**src/rtl/ps2_host_tx_if.sv**
```systemverilog
// PS/2 host transmitter bundle: CPU-side command handshake plus the
// sampled pin levels and open-drain output-enables.
interface ps2_host_tx_if;
  logic       kclk_in;
  logic       kdata_in;
  logic       kclk_oe;
  logic       kdata_oe;
  logic [7:0] tx_data;
  logic       tx_start;
  logic       tx_busy;
  logic       tx_done;
  logic       tx_err;

  // Pin/CPU side: drives the request and the physical line levels.
  modport master (
    output kclk_in, kdata_in, tx_data, tx_start,
    input  kclk_oe, kdata_oe, tx_busy, tx_done, tx_err
  );

  // Transmitter side.
  modport slave (
    input  kclk_in, kdata_in, tx_data, tx_start,
    output kclk_oe, kdata_oe, tx_busy, tx_done, tx_err
  );
endinterface

```
**src/rtl/ps2_host_tx.sv**
```systemverilog
// PS/2 host-to-device transmitter: inhibits the bus, issues request-to-send,
// then shifts one command byte out on device-generated clock falling edges
// and checks the device ack.
//
// state     | meaning
// ----------+-------------------------------------------------------------
// IDLE      | lines released, waiting for tx_start
// INHIBIT   | kclk pulled low to abort any device traffic
// RTS       | kclk and kdata low (start bit), then kclk released
// SEND      | data/parity/stop driven on kclk falls, ack sampled on 11th
// WAIT_IDLE | lines released, waiting for both to read high
// DONE      | one-cycle tx_done, tx_err valid
module ps2_host_tx #(
  parameter int INHIBIT_CYCLES = 10000,
  parameter int RTS_CYCLES     = 200,
  parameter int TIMEOUT_CYCLES = 2000000
) (
  input  logic         clk,
  input  logic         rst,
  ps2_host_tx_if.slave bus
);

  localparam int INH_W = $clog2(INHIBIT_CYCLES) + 1;
  localparam int RTS_W = $clog2(RTS_CYCLES) + 1;
  localparam int PH_W  = (INH_W > RTS_W) ? INH_W : RTS_W;
  localparam int TO_W  = $clog2(TIMEOUT_CYCLES) + 1;

  localparam logic [PH_W-1:0] INH_LOAD = PH_W'(INHIBIT_CYCLES - 1);
  localparam logic [PH_W-1:0] RTS_LOAD = PH_W'(RTS_CYCLES - 1);
  localparam logic [TO_W-1:0] TO_LAST  = TO_W'(TIMEOUT_CYCLES - 1);
  localparam logic [TO_W-1:0] TO_MAX   = TO_W'(TIMEOUT_CYCLES);

  typedef enum logic [2:0] {
    IDLE, INHIBIT, RTS, SEND, WAIT_IDLE, DONE
  } state_t;

  state_t          state_q, state_d;
  logic [PH_W-1:0] phase_q;
  logic [TO_W-1:0] to_q;
  logic [3:0]      bit_q;
  logic [9:0]      shift_q;
  logic            dat_oe_q;
  logic            nack_q;
  logic            err_q;

  logic [1:0]      kclk_sync, kdata_sync;
  logic            kclk_prev;
  logic            kclk_s, kdata_s, kclk_fall;
  logic            to_hit, phase_zero;

  assign kclk_s     = kclk_sync[1];
  assign kdata_s    = kdata_sync[1];
  assign kclk_fall  = kclk_prev & ~kclk_s;
  assign to_hit     = (to_q >= TO_LAST);
  assign phase_zero = (phase_q == '0);

  // Two-flop synchronizers; idle lines read high out of reset.
  always_ff @(posedge clk or posedge rst) begin
    if (rst) begin
      kclk_sync  <= 2'b11;
      kdata_sync <= 2'b11;
      kclk_prev  <= 1'b1;
    end else begin
      kclk_sync  <= {kclk_sync[0], bus.kclk_in};
      kdata_sync <= {kdata_sync[0], bus.kdata_in};
      kclk_prev  <= kclk_s;
    end
  end

  // State register; async reset releases the lines at once.
  always_ff @(posedge clk or posedge rst) begin
    if (rst) state_q <= IDLE;
    else     state_q <= state_d;
  end

  // Next-state and line/handshake outputs.
  always_comb begin
    state_d      = state_q;
    bus.kclk_oe  = 1'b0;
    bus.kdata_oe = 1'b0;
    bus.tx_done  = 1'b0;
    bus.tx_busy  = (state_q != IDLE);
    bus.tx_err   = err_q;
    case (state_q)
      IDLE: begin
        if (bus.tx_start) state_d = INHIBIT;
      end
      INHIBIT: begin
        bus.kclk_oe = 1'b1;
        if (phase_zero) state_d = RTS;
      end
      RTS: begin
        bus.kclk_oe  = 1'b1;
        bus.kdata_oe = 1'b1;
        if (phase_zero) state_d = SEND;
      end
      SEND: begin
        bus.kdata_oe = dat_oe_q;
        // Timeout takes priority over a coincident final falling edge.
        if (to_hit)                            state_d = DONE;
        else if (kclk_fall && bit_q == 4'd10)  state_d = WAIT_IDLE;
      end
      WAIT_IDLE: begin
        if (to_hit)                 state_d = DONE;
        else if (kclk_s && kdata_s) state_d = DONE;
      end
      DONE: begin
        bus.tx_done = 1'b1;
        state_d     = IDLE;
      end
      default: state_d = IDLE;
    endcase
  end

  // Datapath: phase timer, timeout counter, bit shifting and error flag.
  always_ff @(posedge clk or posedge rst) begin
    if (rst) begin
      phase_q  <= '0;
      to_q     <= '0;
      bit_q    <= '0;
      shift_q  <= '0;
      dat_oe_q <= 1'b0;
      nack_q   <= 1'b0;
      err_q    <= 1'b0;
    end else begin
      case (state_q)
        IDLE: begin
          if (bus.tx_start) begin
            phase_q <= INH_LOAD;
            shift_q <= {~^bus.tx_data, bus.tx_data};
            nack_q  <= 1'b0;
            err_q   <= 1'b0;
          end
        end
        INHIBIT: begin
          if (phase_zero) phase_q <= RTS_LOAD;
          else            phase_q <= phase_q - 1'b1;
        end
        RTS: begin
          if (!phase_zero) phase_q <= phase_q - 1'b1;
          to_q     <= '0;
          bit_q    <= '0;
          dat_oe_q <= 1'b1;
        end
        SEND, WAIT_IDLE: begin
          if (to_q < TO_MAX) to_q <= to_q + 1'b1;
          if (state_q == SEND && kclk_fall) begin
            if (bit_q <= 4'd8)       dat_oe_q <= ~shift_q[bit_q];
            else                     dat_oe_q <= 1'b0;
            if (bit_q == 4'd10)      nack_q   <= kdata_s;
            if (bit_q < 4'd10)       bit_q    <= bit_q + 1'b1;
          end
        end
        default: ;
      endcase
      if (state_q != DONE && state_d == DONE) err_q <= to_hit | nack_q;
    end
  end

endmodule

```
**src/flat_wrapper.sv**
```systemverilog
// flat-port wrapper written by rule: the top's interface ports become plain ports
module ps2_host_tx_flat 
#(
  parameter int INHIBIT_CYCLES = 10000,
  parameter int RTS_CYCLES     = 200,
  parameter int TIMEOUT_CYCLES = 2000000
)
  (clk, rst, bus_kclk_in, bus_kdata_in, bus_tx_data, bus_tx_start, bus_kclk_oe, bus_kdata_oe, bus_tx_busy, bus_tx_done, bus_tx_err);
  ps2_host_tx_if bus_i ();
  input  logic clk;
  input  logic rst;
  input wire logic [$bits(bus_i.kclk_in)-1:0] bus_kclk_in;
  input wire logic [$bits(bus_i.kdata_in)-1:0] bus_kdata_in;
  input wire logic [$bits(bus_i.tx_data)-1:0] bus_tx_data;
  input wire logic [$bits(bus_i.tx_start)-1:0] bus_tx_start;
  output wire logic [$bits(bus_i.kclk_oe)-1:0] bus_kclk_oe;
  output wire logic [$bits(bus_i.kdata_oe)-1:0] bus_kdata_oe;
  output wire logic [$bits(bus_i.tx_busy)-1:0] bus_tx_busy;
  output wire logic [$bits(bus_i.tx_done)-1:0] bus_tx_done;
  output wire logic [$bits(bus_i.tx_err)-1:0] bus_tx_err;
  assign bus_i.kclk_in = bus_kclk_in;
  assign bus_i.kdata_in = bus_kdata_in;
  assign bus_i.tx_data = bus_tx_data;
  assign bus_i.tx_start = bus_tx_start;
  assign bus_kclk_oe = bus_i.kclk_oe;
  assign bus_kdata_oe = bus_i.kdata_oe;
  assign bus_tx_busy = bus_i.tx_busy;
  assign bus_tx_done = bus_i.tx_done;
  assign bus_tx_err = bus_i.tx_err;
  ps2_host_tx #(.INHIBIT_CYCLES(INHIBIT_CYCLES), .RTS_CYCLES(RTS_CYCLES), .TIMEOUT_CYCLES(TIMEOUT_CYCLES)) u_core (.clk(clk), .rst(rst), .bus(bus_i));
endmodule
```
**config.mk**
```make
export PLATFORM = sky130hd
export DESIGN_NAME = ps2_host_tx_flat
export DESIGN_NICKNAME = d
export VERILOG_FILES = /design/src/rtl/ps2_host_tx_if.sv /design/src/rtl/ps2_host_tx.sv /design/src/flat_wrapper.sv
export SDC_FILE = /design/constraint.sdc
export NUM_CORES = 1
export LEC_CHECK = 0
export BUFFER_PORTS_ARGS = -buffer_cell sky130_fd_sc_hd__buf_2
export CAP_MARGIN = 25
export CORE_MARGIN = 2
export CORE_UTILIZATION = 32
export DETAILED_ROUTE_END_ITERATION = 8
export RECOVER_POWER = 100
export SYNTH_ARGS = -nofsm -noshare
export SYNTH_HDL_FRONTEND = slang
export SYNTH_SLANG_ARGS = --single-unit
```
**constraint.sdc**
```tcl
create_clock -name clk -period 2.45 [get_ports clk]
set_input_delay 0.1225 -clock clk [delete_from_list [all_inputs] [get_ports clk]]
set_output_delay 0.1225 -clock clk [all_outputs]
set_load 0.02 [all_outputs]
```
==> impl_metrics.csv, run 1 <==
group,metric,value,unit
logic_synthesis,yosysTopAreaCellShare,41.9,%
power,p_per_area,496,nW/um^2
logic_synthesis,synth_area,3340,sq um
logic_synthesis,synth-compound-area-share,12.8,%
power,irDropWorstVdd,347,uV
global_route,grt_pass1_wl,12.4,mm
detailed_routing,drt_iter0_drc,107,
layout,fillers,1052,
worst_setup_path,path_cells,"ha_1 -> nand2_1 -> or3_1 -> or4_1 -> nand2_1 -> a221o_1 -> mux2i_1",
global_route,overflow,0,
placed_design,port_buffers,17,
worst_setup_path,worst_path_largest_cell_delay,0.51,ns
logic_synthesis,synth_common_cells,"56 x dfrtp_1, 50 x nor2_1, 27 x nand2_1",
floorplanning,die-area,11300,sq um
worst_setup_path,crit_fanout,4,
layout,drive_gt1_share,16.7,%
logic_synthesis,syn_nets,363,
layout,layout.nets,396,
timing,hold_viol,0,
worst_setup_path,crit_buf_inv,0,
worst_setup_path,reg2reg_to,"u_core.bus.tx_err$_DFFE_PP0P_",
floorplanning,fp.coreArea,10200,sq um
clock_tree,clock_path_buffers,2,
worst_setup_path,r2r-start,"u_core.to_q[0]$_DFFE_PP0P_",
timing,period_share,90.4,%
placed_design,place_congestion,0.853,
floorplanning,start_util,32.7,%
worst_hold_path,min_path_cells,2,
status,status,"completed",
logic_synthesis,synth_top_family_by_area,"simple AND/OR/NAND/NOR gates",
logic_synthesis,yosysUniqueCellTypes,52,
logic_synthesis,synthTopCellsByArea,"dfrtp_1 42%, nor2_1 5.6%, xor2_1 4.2%, dfstp_2 3.9%, xnor2_1 3.7%",
detailed_routing,first_pass_iters,5,
clock_tree,cts_made_buffers,9,
logic_synthesis,synth-edff-count,0,
global_route,grt_max_degree,36,
detailed_routing,wl,6.92,mm
worst_setup_path,slowest_stage,"or4_1",
clock_tree,insertion_delay,0.35,ns
logic_synthesis,ys_seq_area_share,45.9,%
clock_tree,clock-root-buffer,"clkbuf_8",
clock_tree,h-tree-depth,3,
clock_tree,cts_tree,"yes",
power,power,1.91,mW
logic_synthesis,yosysTopAreaCell,"dfrtp_1",
detailed_routing,ant_nets,0,
worst_setup_path,critPathLaunch,"u_core.to_q[0]$_DFFE_PP0P_",
global_route,grt_pass1_vias,2584,
logic_synthesis,syn_inst,346,
run,drv_cap,0,
logic_synthesis,synth_fa_ha_area_share,1.50,%
worst_setup_path,worst_path_dominant_cell_family,"simple AND/OR/NAND/NOR gates",
placed_design,dp_hpwl,4.95,mm
worst_hold_path,hold_end,"u_core.shift_q[7]$_DFFE_PP0P_",
worst_setup_path,r2r_slack,0.24,ns
timing,rsz0062_at_grt,"false",
timing,tightestPinTransition,1.03,ns
timing,fmax,0.452,GHz
worst_hold_path,min_path_type,"in -> reg",
detailed_routing,route.detailed.drc,0,
floorplanning,die_h,106,um
worst_setup_path,worstPathRequired,2.71,ns
logic_synthesis,synth_simple_gate_area_share,23.6,%
logic_synthesis,synthFlopType,"dfrtp_1",
worst_setup_path,critPathArrivalTime,2.48,ns
global_route,antenna_found_initial,0,
logic_synthesis,yosysMostFrequentCell,"dfrtp_1",
timing,final_max_slew_viol_count,0,
worst_setup_path,worstRegToRegCells,7,
clock_tree,post_cts_resized,0,
layout,areaGrowthSynthToFinish,15.0,%
logic_synthesis,ys.warnings.count,0,
worst_setup_path,cp-start-kind,"flip-flop",
floorplanning,io_pins,18,
detailed_routing,route.detailed.wl_per_inst,13.3,um
logic_synthesis,synth_xor_area_share,7.86,%
logic_synthesis,syn_area_per_cell,9.66,sq um
logic_synthesis,synth.area.mux_share,5.92,%
clock_tree,clk_pin_slew,0.07,ns
detailed_routing,vias_per_cell,4.99,
timing,relSlewSlack,31.5,%
timing,period_needed,2.21,ns
floorplanning,die_width,106,um
worst_setup_path,end_kind,"flip-flop",
layout,diodes,0,
worst_hold_path,min_from,"bus_tx_data[7]",
timing,clock_skew,0.00653,ns
worst_setup_path,crit_type,"reg -> reg",
floorplanning,rows,37,
clock_tree,cts_sinks,61,
timing,setup_tns,0,ns
logic_synthesis,synth_seq_cells,61,
detailed_routing,vias,2596,
power,leakage,1.65,nW
timing,setup_viol,0,
worst_setup_path,path_common_cell,"nand2_1",
layout,post-route-util,37.6,%
global_route,grt_usage,13.9,%
logic_synthesis,synthArstFlopShare,100,%
[layer usage]
metal  part of all wire, %  vias up  track usage, %
met1                    50     1257            18.8
met3                   3.9        4            4.97
met5                     0        -               0
met2                    45       33            20.7
met4                   1.2        0            4.51
li1                      -     1302               -
[where the power goes]
part	switching [mW]	total (mW)	leakage [nW]	internal, mW
Sequential	0.00264	1.02	0.791	1.01
Clock	0.405	0.827	0.0953	0.421
Combinational	0.0368	0.0629	0.761	0.0260
Total	0.445	1.91	1.65	1.46
[registers in the layout (all words and copies together) (netlist names)]
| name | count |
|---|---|
| u_core.bit_q | 4 |
| u_core.bus.tx_err | 1 |
| u_core.dat_oe_q | 1 |
| u_core.kclk_prev | 1 |
| u_core.kclk_sync | 2 |
| u_core.kdata_sync | 2 |
| u_core.nack_q | 1 |
| u_core.phase_q | 15 |
| u_core.shift_q | 9 |
| u_core.state_q | 3 |
| u_core.to_q | 22 |
[kinds of logic (layout without fill, tap and decap cells)]
group / after synthesis / count (layout)
and+or+nand+nor: 154 / 154
DFF: 61 / 61
AOI/OAI and AO/OA: 60 / 60
xor gates and xnor gates: 30 / 30
buffers and inverters: 21 / 59
muxes: 16 / 16
adders and majority gates: 4 / 4
[worst max path at each step]
stage / to / slack (ns) / depth (start not counted)
floorplan: u_core.phase_q[9]$_DFFE_PP0P_ / 0.32 / 10
global placement: u_core.bus.tx_err$_DFFE_PP0P_ / 0.36 / 7
detailed placement: u_core.bus.tx_err$_DFFE_PP0P_ / 0.29 / 7
CTS: u_core.bus.tx_err$_DFFE_PP0P_ / 0.24 / 7
global route: u_core.bus.tx_err$_DFFE_PP0P_ / 0.07 / 7
finish: u_core.bus.tx_err$_DFFE_PP0P_ / 0.24 / 7
[cells in the final DEF, fill, tap and decap left out, types with 4 or more instances in the layout]
cell type and instances:
o21ai_0 17, nand3_1 9, nor3_1 17, mux2i_1 4
clkbuf_8 11, nor4_1 6, nor2_1 50, nand2_1 27
xnor2_1 14, or3_1 4, mux2_2 10, inv_1 8
ha_1 4, buf_4 8, nand4_1 7, dfrtp_1 56
a21oi_1 16, dfstp_2 4, xor2_1 16, buf_2 12
and3_1 4, clkbuf_1 9, nand2b_1 6, o22ai_1 4
[layout make-up]
cell class / count / area, sq um / share of cell area [%]
inverters: 9 / 33.8 / 0.879
multi-input cells: 264 / 1730 / 44.9
well taps: 136 / 170 / 4.43
clock inverters: 5 / 35.0 / 0.912
flip-flops and latches: 61 / 1530 / 39.9
clock buffers: 11 / 151 / 3.94
repair buffers: 34 / 194 / 5.05
[stage by stage]
stage / cells / instance area [sq um] / hold slack, ns / worst slack [ns]
after floorplan: 346 / 3340 / 0.127 / 0.320
after global placement: 501 / 3660 / 0.225 / 0.356
final: 520 / 3840 / 0.0371 / 0.236
after global routing: 520 / 3840 / 0.0158 / 0.0670
after detailed placement: 501 / 3660 / 0.232 / 0.289
after CTS: 520 / 3880 / 0.0159 / 0.244
[timing repair]
item / CTS / global route
hold buffers: 3 / 0
buffers inserted: 0 / 0
endpoints found under the setup margin: 0 / 0
hold endpoints to repair: 27 / 0
No activity file was read; power rests on OpenSTA's default activity.
==> run 2: changes to the inputs <==
--- a/config.mk
+++ b/config.mk
@@ -5,6 +5,7 @@
 export SDC_FILE = /design/constraint.sdc
 export NUM_CORES = 1
 export LEC_CHECK = 0
+export ABC_AREA = 1
 export BUFFER_PORTS_ARGS = -buffer_cell sky130_fd_sc_hd__buf_2
 export CAP_MARGIN = 25
 export CORE_MARGIN = 2
==> run 2 against run 1 <==
Against the previous run:
- area after synthesis rose by 10%
- maximum frequency is 3.3% higher
- hold slack improved by 0.012 ns
- sequential power is essentially flat
- global-route usage is 0.98 points higher
- sequential cell count did not move
- routed wire length is 25% higher
- combinational power down 8.1%
- power increased by 17%
- clock-buffer cell count decreased by 2
- largest power group is now clock
==> impl_metrics.csv, run 2 <==
group,metric,value,unit
status,status,"completed",
placed_design,dp_hpwl,6.38,mm
placed_design,place_congestion,0.926,
worst_hold_path,hold_end,"u_core.shift_q[2]$_DFFE_PP0P_",
global_route,gr-usage-met3,1.91,%
logic_synthesis,yosysUniqueCellTypes,38,
timing,fmax,0.467,GHz
worst_setup_path,r2r_slack,0.31,ns
global_route,overflow,0,
placed_design,post-place-ws,0.337,ns
placed_design,place_area,3920,sq um
logic_synthesis,synth_common_cells,"115 x nand2_1, 69 x nor2_1, 62 x inv_1",
worst_setup_path,cp-start-kind,"flip-flop",
detailed_routing,drt_iter0_drc,251,
global_route,grt_pass1_wl,15.2,mm
clock_tree,clk_pin_slew,0.06,ns
detailed_routing,route.detailed.wl_per_inst,12.8,um
power,leakage,2.02,nW
layout,areaGrowthSynthToFinish,14.2,%
worst_setup_path,r2r-start,"u_core.state_q[1]$_DFF_PP0_",
global_route,grt-busiest-layer,"met2",
detailed_routing,first_pass_iters,5,
logic_synthesis,synthTopCellsByArea,"dfrtp_1 38%, nand2_1 12%, nor2_1 7.0%, inv_1 6.3%, nand3_1 4.9%",
global_route,grt_pass1_vias,3193,
worst_setup_path,critPathArrivalTime,2.34,ns
detailed_routing,vias,3332,
floorplanning,die-area,12400,sq um
layout,largest_reg_flops,22,
timing,tightestPinTransition,1.10,ns
run,drv_cap,0,
clock_tree,insertion_delay,0.33,ns
clock_tree,clock_path_buffers,2,
logic_synthesis,synth-edff-count,0,
global_route,grt_usage,14.9,%
timing,setup_viol,0,
power,irDropWorstVdd,336,uV
logic_synthesis,yosysMostFrequentCell,"nand2_1",
logic_synthesis,synth_seq_cells,61,
detailed_routing,vias_per_cell,4.92,
timing,rsz0062_at_grt,"false",
logic_synthesis,syn_nets,520,
timing,relSlewSlack,26.8,%
global_route,met1_usage,20.3,%
logic_synthesis,synth_area,3680,sq um
floorplanning,die_h,111,um
timing,hold_viol,0,
detailed_routing,wl,8.64,mm
layout,diodes,0,
worst_hold_path,min_path_cells,2,
timing,fin_ws,0.307,ns
global_route,antenna_found_initial,0,
worst_setup_path,worstPathRequired,2.65,ns
layout,top_register,"u_core.to_q",
layout,final_common_cell,"nand2_1",
worst_setup_path,crit_fanout,27,
clock_tree,cts_made_buffers,9,
global_route,grt_util_met2,24.1,%
clock_tree,clock-root-buffer,"clkbuf_16",
timing,setup_tns,0,ns
worst_setup_path,crit_type,"reg -> reg",
layout,mostFrequentLayoutCells,"116 x nand2_1, 71 x nor2_1, 66 x inv_1",
clock_tree,cts_tree,"yes",
timing,clock_skew,0.0101,ns
layout,drive_gt1_share,10.3,%
worst_setup_path,end_kind,"flip-flop",
logic_synthesis,ys_seq_area_share,41.7,%
worst_hold_path,min_path_type,"in -> reg",
worst_hold_path,min_from,"bus_tx_data[2]",
layout,top_regs,"u_core.to_q x22, u_core.phase_q x15, u_core.shift_q x9",
timing,final_max_slew_viol_count,0,
timing,period_share,87.5,%
global_route,grt_max_degree,29,
logic_synthesis,synthFlopType,"dfrtp_1",
logic_synthesis,synthArstFlopShare,100,%
layout,fin_area,4200,sq um
clock_tree,cts_sinks,61,
logic_synthesis,yosysTopAreaCell,"dfrtp_1",
floorplanning,rows,39,
detailed_routing,ant_nets,0,
floorplanning,die_width,111,um
worst_setup_path,worstRegToRegCells,10,
floorplanning,start_util,32.5,%
layout,layout.nets,546,
logic_synthesis,yosysTopAreaCellShare,38.1,%
logic_synthesis,ys.warnings.count,0,
timing,period_needed,2.14,ns
floorplanning,io_pins,18,
clock_tree,h-tree-depth,3,
floorplanning,fp.coreArea,11300,sq um
detailed_routing,route.detailed.drc,0,
power,p_per_area,533,nW/um^2
logic_synthesis,syn_area_per_cell,7.31,sq um
worst_setup_path,reg2reg_to,"u_core.to_q[4]$_DFFE_PP0P_",
placed_design,port_buffers,17,
logic_synthesis,syn_inst,503,
[run 2: cell count changes in the layout (fill, tap and decap cells not counted), sizes merged, moves of 8 or more]
cell   previous run  this run
buf              20        12
nor2             50        75
inv               8        71
nand3            10        39
a21oi            16        26
o21ai            17        31
nand2            27       118
[run 2: what timing repair did]
action | in CTS | in global routing
setup buffers | 0 | 0
hold buffers | 3 | 0
hold endpoints to repair | 28 | 0
gates resized for setup | 0 | 0
[run 2: per-layer routing]
| metal | part of all wire [%] | routed length [um] |
|---|---|---|
| met1 | 47 | 4100 |
| met2 | 47 | 4050 |
| met3 | 3.9 | 339 |
| met4 | 1.9 | 160 |
| met5 | 0 | 0 |
[run 2: metrics by stage]
| step | cells | hold slack, ns | power (mW) | util (%) |
|---|---|---|---|---|
| floorplan | 503 | 0.127 | 1.07 | - |
| global placement | 658 | 0.231 | 1.09 | 34.6 |
| detailed placement | 658 | 0.231 | 1.09 | 34.6 |
| CTS | 677 | 0.0470 | 2.26 | 37.3 |
| global route | 677 | 0.0502 | 2.32 | 37.1 |
| finish | 677 | 0.0492 | 2.24 | 37.1 |
[run 2: cell type report]
type / instances / area [sq um]
fill: 1187 / 7120
timing repair buffer: 23 / 123
inverter: 71 / 267
clock inverter: 7 / 51.3
sequential: 61 / 1530
multi-input combinational: 363 / 1820
tap: 143 / 179
clock buffer: 9 / 225
[run 2: cells by family after synthesis]
kind of cell    after synthesis  share of synthesized area (%)
simple gates                265                           31.9
flops                        61                           41.7
xor+xnor                     19                           4.52
fa+ha+maj                     4                           1.36
mux                           5                           1.53
compound gates               70                           10.4
buf+inv                      79                           8.57
[run 2: where the power goes]
part | total [mW] | switching (mW) | internal, mW
Clock | 1.17 | 0.479 | 0.686
Combinational | 0.0578 | 0.0342 | 0.0235
Sequential | 1.02 | 0.00203 | 1.02
Total | 2.24 | 0.515 | 1.73
[run 2: worst max-delay path by stage]
stage,startpoint,to,slack [ns],depth (start not counted)
final,u_core.state_q[1]$_DFF_PP0_,u_core.to_q[4]$_DFFE_PP0P_,0.31,10
after global routing,u_core.state_q[1]$_DFF_PP0_,u_core.to_q[4]$_DFFE_PP0P_,0.06,10
after CTS,u_core.state_q[0]$_DFF_PP0_,u_core.to_q[4]$_DFFE_PP0P_,0.31,10
after detailed placement,u_core.state_q[0]$_DFF_PP0_,u_core.to_q[4]$_DFFE_PP0P_,0.34,10
after global placement,u_core.state_q[0]$_DFF_PP0_,u_core.to_q[4]$_DFFE_PP0P_,0.43,10
after floorplan,rst,u_core.bit_q[0]$_DFFE_PP0P_,0.82,1
[run 2: worst max-delay path, cell delays in order, from the launching register on]
cell and delay, ns:
dfrtp_1 0.46, inv_1 0.13, nand2_2 0.10, nor2_2 0.19, nor2_4 0.08, inv_2 0.23
nand3_2 0.16, nand2_4 0.27, inv_2 0.15, nor3_1 0.16, nor3_1 0.06
